`config.mk`:
```
export PLATFORM = sky130hd
export DESIGN_NAME = video_wr_arbiter
export DESIGN_NICKNAME = d
export VERILOG_FILES = /design/src/rtl/video_wr_arbiter.sv
export SDC_FILE = /design/constraint.sdc
export NUM_CORES = 1
export LEC_CHECK = 0
export BUFFER_PORTS_ARGS = -buffer_cell sky130_fd_sc_hd__buf_2
export CAP_MARGIN = 0
export CORE_ASPECT_RATIO = 0.6
export CORE_MARGIN = 2
export CORE_UTILIZATION = 40
export DETAILED_ROUTE_END_ITERATION = 10
export GPL_TIMING_DRIVEN = 0
export PLACE_DENSITY = 0.67
export SETUP_SLACK_MARGIN = 0.2
export SYNTH_ARGS = -nofsm -noshare
export SYNTH_HDL_FRONTEND = slang
export SYNTH_SLANG_ARGS = --single-unit
export TNS_END_PERCENT = 5
```
`constraint.sdc`:
```
create_clock -name clk -period 3.5 [get_ports clk]
set_clock_uncertainty 0.15 [all_clocks]
set_input_delay 0.7 -clock clk [delete_from_list [all_inputs] [get_ports clk]]
set_output_delay 0.7 -clock clk [all_outputs]
set_load 0.02 [all_outputs]
```
`src/rtl/video_wr_arbiter.sv`:
```
// Round-robin arbiter sharing one DDR burst-write port among four video channel FIFOs.
// Latency: 1 cycle from sampled request to command; 1 cycle from command handshake to first beat.
// Backpressure: cmd held until wr_cmd_ready; beats and FIFO pops stall while wr_data_ready is low.
module video_wr_arbiter #(
    parameter int unsigned DATA_W       = 32,
    parameter int unsigned ADDR_W       = 28,
    parameter int unsigned BURST_LEN    = 16,
    parameter int unsigned FRAME_BURSTS = 28800,
    parameter int unsigned BASE_ADDR    = 0,
    parameter int unsigned CH_STRIDE    = 32'h0080_0000
) (
    input  logic                clk,
    input  logic                rst,
    input  logic [3:0]          ch_vs,
    input  logic [3:0]          ch_req,
    output logic [3:0]          ch_rd_en,
    input  logic [4*DATA_W-1:0] ch_rd_data,
    output logic                wr_cmd_valid,
    input  logic                wr_cmd_ready,
    output logic [ADDR_W-1:0]   wr_cmd_addr,
    output logic [7:0]          wr_cmd_len,
    output logic                wr_data_valid,
    input  logic                wr_data_ready,
    output logic [DATA_W-1:0]   wr_data,
    output logic                wr_data_last,
    output logic [1:0]          grant_ch,
    output logic                busy
);

    localparam int unsigned BEAT_BYTES  = DATA_W / 8;
    localparam int unsigned BURST_BYTES = BURST_LEN * BEAT_BYTES;
    localparam int unsigned BCNT_W      = (FRAME_BURSTS > 1) ? $clog2(FRAME_BURSTS) : 1;

    typedef enum logic [1:0] {IDLE = 2'd0, CMD = 2'd1, DATA = 2'd2} state_t;

    state_t              state_q, state_d;
    logic [1:0]          ptr_q, ptr_d;
    logic [1:0]          grant_q, grant_d;
    logic [ADDR_W-1:0]   addr_q, addr_d;
    logic [7:0]          beat_q, beat_d;
    logic [BCNT_W-1:0]   bcnt_q [4];
    logic [BCNT_W-1:0]   bcnt_d [4];
    logic [3:0]          pend_q, pend_d;
    logic [3:0]          vs_q, vs_d;

    logic [3:0]          vs_rise;
    logic [1:0]          pick;
    logic [1:0]          rr_idx;
    logic                pick_found;
    logic [BCNT_W-1:0]   pick_bcnt;
    logic                beat_last;

    // Frame-buffer byte address of burst number bc for channel ch, wrapped to ADDR_W.
    function automatic logic [ADDR_W-1:0] burst_addr(input logic [1:0] ch, input logic [BCNT_W-1:0] bc);
        logic [63:0] a;
        a = 64'(BASE_ADDR) + 64'(ch) * 64'(CH_STRIDE) + 64'(bc) * 64'(BURST_BYTES);
        return a[ADDR_W-1:0];
    endfunction

    assign vs_rise   = ch_vs & ~vs_q;
    assign vs_d      = ch_vs;
    assign beat_last = (beat_q == 8'(BURST_LEN - 1));

    // Round-robin pick: first requesting channel at or after the priority pointer.
    always_comb begin
        pick       = ptr_q;
        pick_found = 1'b0;
        rr_idx     = ptr_q;
        for (int i = 0; i < 4; i++) begin
            rr_idx = ptr_q + 2'(i);
            if (!pick_found && ch_req[rr_idx]) begin
                pick       = rr_idx;
                pick_found = 1'b1;
            end
        end
        // A vsync edge landing in the grant cycle already restarts the frame.
        pick_bcnt = vs_rise[pick] ? '0 : bcnt_q[pick];
    end

    // State register plus datapath registers.
    always_ff @(posedge clk or negedge rst) begin
        if (!rst) begin
            state_q <= IDLE;
            ptr_q   <= '0;
            grant_q <= '0;
            addr_q  <= '0;
            beat_q  <= '0;
            pend_q  <= '0;
            vs_q    <= '0;
            for (int n = 0; n < 4; n++) bcnt_q[n] <= '0;
        end else begin
            state_q <= state_d;
            ptr_q   <= ptr_d;
            grant_q <= grant_d;
            addr_q  <= addr_d;
            beat_q  <= beat_d;
            pend_q  <= pend_d;
            vs_q    <= vs_d;
            bcnt_q  <= bcnt_d;
        end
    end

    // Next-state logic: IDLE -> CMD on any request, CMD -> DATA on handshake, DATA -> IDLE on last beat.
    always_comb begin
        state_d = state_q;
        case (state_q)
            IDLE:    if (|ch_req) state_d = CMD;
            CMD:     if (wr_cmd_ready) state_d = DATA;
            DATA:    if (wr_data_ready && beat_last) state_d = IDLE;
            default: state_d = IDLE;
        endcase
    end

    // Datapath: grant capture, beat counting, per-channel burst pointers and vsync bookkeeping.
    always_comb begin
        ptr_d   = ptr_q;
        grant_d = grant_q;
        addr_d  = addr_q;
        beat_d  = beat_q;
        pend_d  = pend_q;
        bcnt_d  = bcnt_q;

        // Vsync on the channel in flight is deferred so its burst keeps the address it was given.
        for (int n = 0; n < 4; n++) begin
            if (vs_rise[n]) begin
                if (state_q != IDLE && grant_q == 2'(n)) pend_d[n] = 1'b1;
                else                                     bcnt_d[n] = '0;
            end
        end

        case (state_q)
            IDLE: begin
                if (|ch_req) begin
                    grant_d = pick;
                    addr_d  = burst_addr(pick, pick_bcnt);
                    beat_d  = '0;
                end
            end
            DATA: begin
                if (wr_data_ready) begin
                    if (beat_last) begin
                        beat_d  = '0;
                        ptr_d   = grant_q + 2'd1;
                        pend_d[grant_q] = 1'b0;
                        if (bcnt_q[grant_q] == BCNT_W'(FRAME_BURSTS - 1) || pend_q[grant_q] || vs_rise[grant_q])
                            bcnt_d[grant_q] = '0;
                        else
                            bcnt_d[grant_q] = bcnt_q[grant_q] + BCNT_W'(1);
                    end else begin
                        beat_d = beat_q + 8'd1;
                    end
                end
            end
            default: ;
        endcase
    end

    // Outputs decoded from state; data path muxes the granted FIFO head.
    always_comb begin
        wr_cmd_valid  = (state_q == CMD);
        wr_data_valid = (state_q == DATA);
        busy          = (state_q != IDLE);
        wr_data_last  = (state_q == DATA) && beat_last;
        wr_cmd_addr   = addr_q;
        grant_ch      = grant_q;
        wr_data       = '0;
        ch_rd_en      = '0;
        if (state_q == DATA) begin
            wr_data           = ch_rd_data[32'(grant_q) * DATA_W +: DATA_W];
            ch_rd_en[grant_q] = wr_data_ready;
        end
    end

    assign wr_cmd_len = 8'(BURST_LEN - 1);

endmodule

```
==> metrics.txt <==
max cap viols 0; Layout area overhead 29.0%; fin crit period 3.22 ns; leading area contributor after synthesis dfrtp_1; WP data required 3.59 ns; layout cells sized above 1 44.0%; die height 99.5 µm; Max Slew Vio Count 0; Max Root-Sink Buffers 2; final wirelength 18900 µm; Core Rows 34; 1st-pass router iterations 5; Post-synth EDFFs 0; Worst Hold Class in -> async; H-tree levels 3; cts hold-fix bufs 0; status finished, final reports clean; # nets final 895; measured slew at the worst slew-check pin 0.833 ns; final setup margin 0.282 ns; synthesized cell area 0.00608 mm²; Worst path most repeated cell buf_6; remaining antenna violation count 0; Wirelength per Cell 19.9 µm; antenna violations before repair 0; Core Footprint 0.0147 mm²; die area 0.0162 mm²; Max transition margin 44.5%; vias per cell 5.63; LEAKAGE 3.75 nW; unrepaired setup endpoints after global routing true; Startpoint Class flop; commonest non-fill, non-tap cell in the layout buf_2; root buffer cell clkbuf_16; CP Class reg -> reg; Clock Latency Late Sink 0.36 ns; endpoint class of the critical path flop; hpwl dp 14500 µm; share of the synthesized area in the top cell type 39.9%; Initial Util 41.4%; largest cells by area after synthesis dfrtp_1, mux4_2, a22o_1; Yosys cell types 48; critical path arrival 3.31 ns; initial DRC count 489; Top-Level Pins 218; largest net degree at the start of global routing 53; CTS tree yes; Crit Path Max Fanout 9; CP max-delay cell mux4_1; final hold viol count 0; commonest register cell after synthesis dfrtp_1; Mapped Avg Cell Area 11.7 µm²; routed via count 5355; sequential share of the synthesized area 39.9%; Fill cells 1328; synth warn 0; period utilization 91.9%; port bufs 197; vias in the first global route 5343; Die Wd 163 µm; worst hold slack 0.201 ns; maximum single-stage delay on the critical path 0.66 ns; grt total ovfl 0; # setup viols final 0; Synth Instances 518; # DRC 0; Tot GR Track Use 24.4%; Synth async-reset ratio 100%; maximum vdd drop 0.000264 V; pre-CTS setup slack -0.595 ns; Inserted Diodes 0; Synth Register Bits 97; Core Util, Final 53.5%; Num CTS Buffers 9; most frequent cells in the layout buf_2, dfrtp_1, mux4_2; first-pass GRT wire length 30000 µm; Clock transition at path regs 0.07 ns; P per Cell Area 545 mW/mm²; total chip power 4.28 mW; Fmax achieved 311 MHz; delay-heaviest family, CP simple AND/OR/NAND/NOR gates; worst-path cell chain buf_6, mux4_1, or4_4, nor4b_4, a41oi_4, and2_1, buf_6, a32o_1; Buf/Inv on CP 2; routability congestion estimate 0.904; TNS Setup 0 ns; clk sinks 97
==> sequential cells by signal, indices dropped and copies added, names as in the netlist <==
signal and flops:
vs_q 4, ptr_q 2, wr_cmd_addr 16, beat_q 8, bcnt_q 60, state_q 2, pend_q 4, grant_ch 1
==> layout make-up <==
type	instances	area [µm²]	area share, %
clock buffer	9	225	2.87
sequential	97	2430	31.0
clock inverter	7	76.3	0.973
multi-input combinational	377	3390	43.2
buffer	54	399	5.09
timing repair buffer	203	1050	13.4
inverter	7	26.3	0.335
tap	198	248	3.16
==> stage by stage <==
step,cells,cell area [µm²]
2_1_floorplan,535,6150
3_3_place_gp,930,7380
3_5_place_dp,931,7410
4_1_cts,947,7770
5_1_grt,952,7850
6_report,952,7850
==> path summary, 6_finish.rpt <==
check,from,to,slack (ns),cells after the start
min in group clk,ch_vs[3],vs_q[3],0.31,1
worst max register to register,grant_ch[0],bcnt_q[16],0.28,8
worst min register to register,wr_cmd_addr[6],wr_cmd_addr[6],0.35,1
max in group asynchronous,rst,wr_cmd_addr[13],2.32,2
worst max-delay path,grant_ch[0],bcnt_q[16],0.28,8
worst min-delay path,rst,beat_q[5],0.20,1
==> routing by layer <==
| metal | track usage [%] | wire length [µm] | vias up |
|---|---|---|---|
| li1 | - | - | 2384 |
| met1 | 36.2 | 8750 | 2696 |
| met2 | 36.0 | 8500 | 243 |
| met3 | 5.09 | 1350 | 32 |
| met4 | 7.49 | 352 | 0 |
| met5 | 0 | 0 | - |
==> cells in the mapped netlist (5+ instances only) <==
master    count
nor2_1       18
xnor2_1       5
and3_1        6
inv_1         6
a21oi_1      10
mux4_2       58
and2_1       38
dfrtp_1      97
nor2b_1       7
nand3_1      14
nand2_1      54
o21ai_0      37
ha_1          6
buf_6         5
clkbuf_1     18
buf_4        21
buf_1         6
a22oi_1       5
xor2_1       12
a22o_1       42
==> repair_timing <==
action,in CTS,in global routing
gates resized for setup,23,15
setup endpoints to repair,95,94
cloned,0,0
pin swaps,0,1
setup buffers,0,5
==> kinds of logic (layout without fill, tap and decap cells) <==
logic type / count (synthesis) / in the layout / share of synthesized area, %
buf+inv: 61 / 280 / 5.76
fa+ha+maj: 6 / 6 / 1.23
simple gates: 159 / 159 / 13.6
other cells: 2 / 19 / 0.123
compound gates: 112 / 112 / 13.4
mux: 64 / 64 / 23.6
flops: 97 / 97 / 39.9
xor+xnor: 17 / 17 / 2.45
==> report_power, final <==
part           internal [mW]  total (mW)  switching (mW)
registers               1.17        1.21          0.0399
logic                  0.888        2.04            1.16
clock network          0.560        1.02           0.458
No activity file was read; power rests on OpenSTA's default activity.
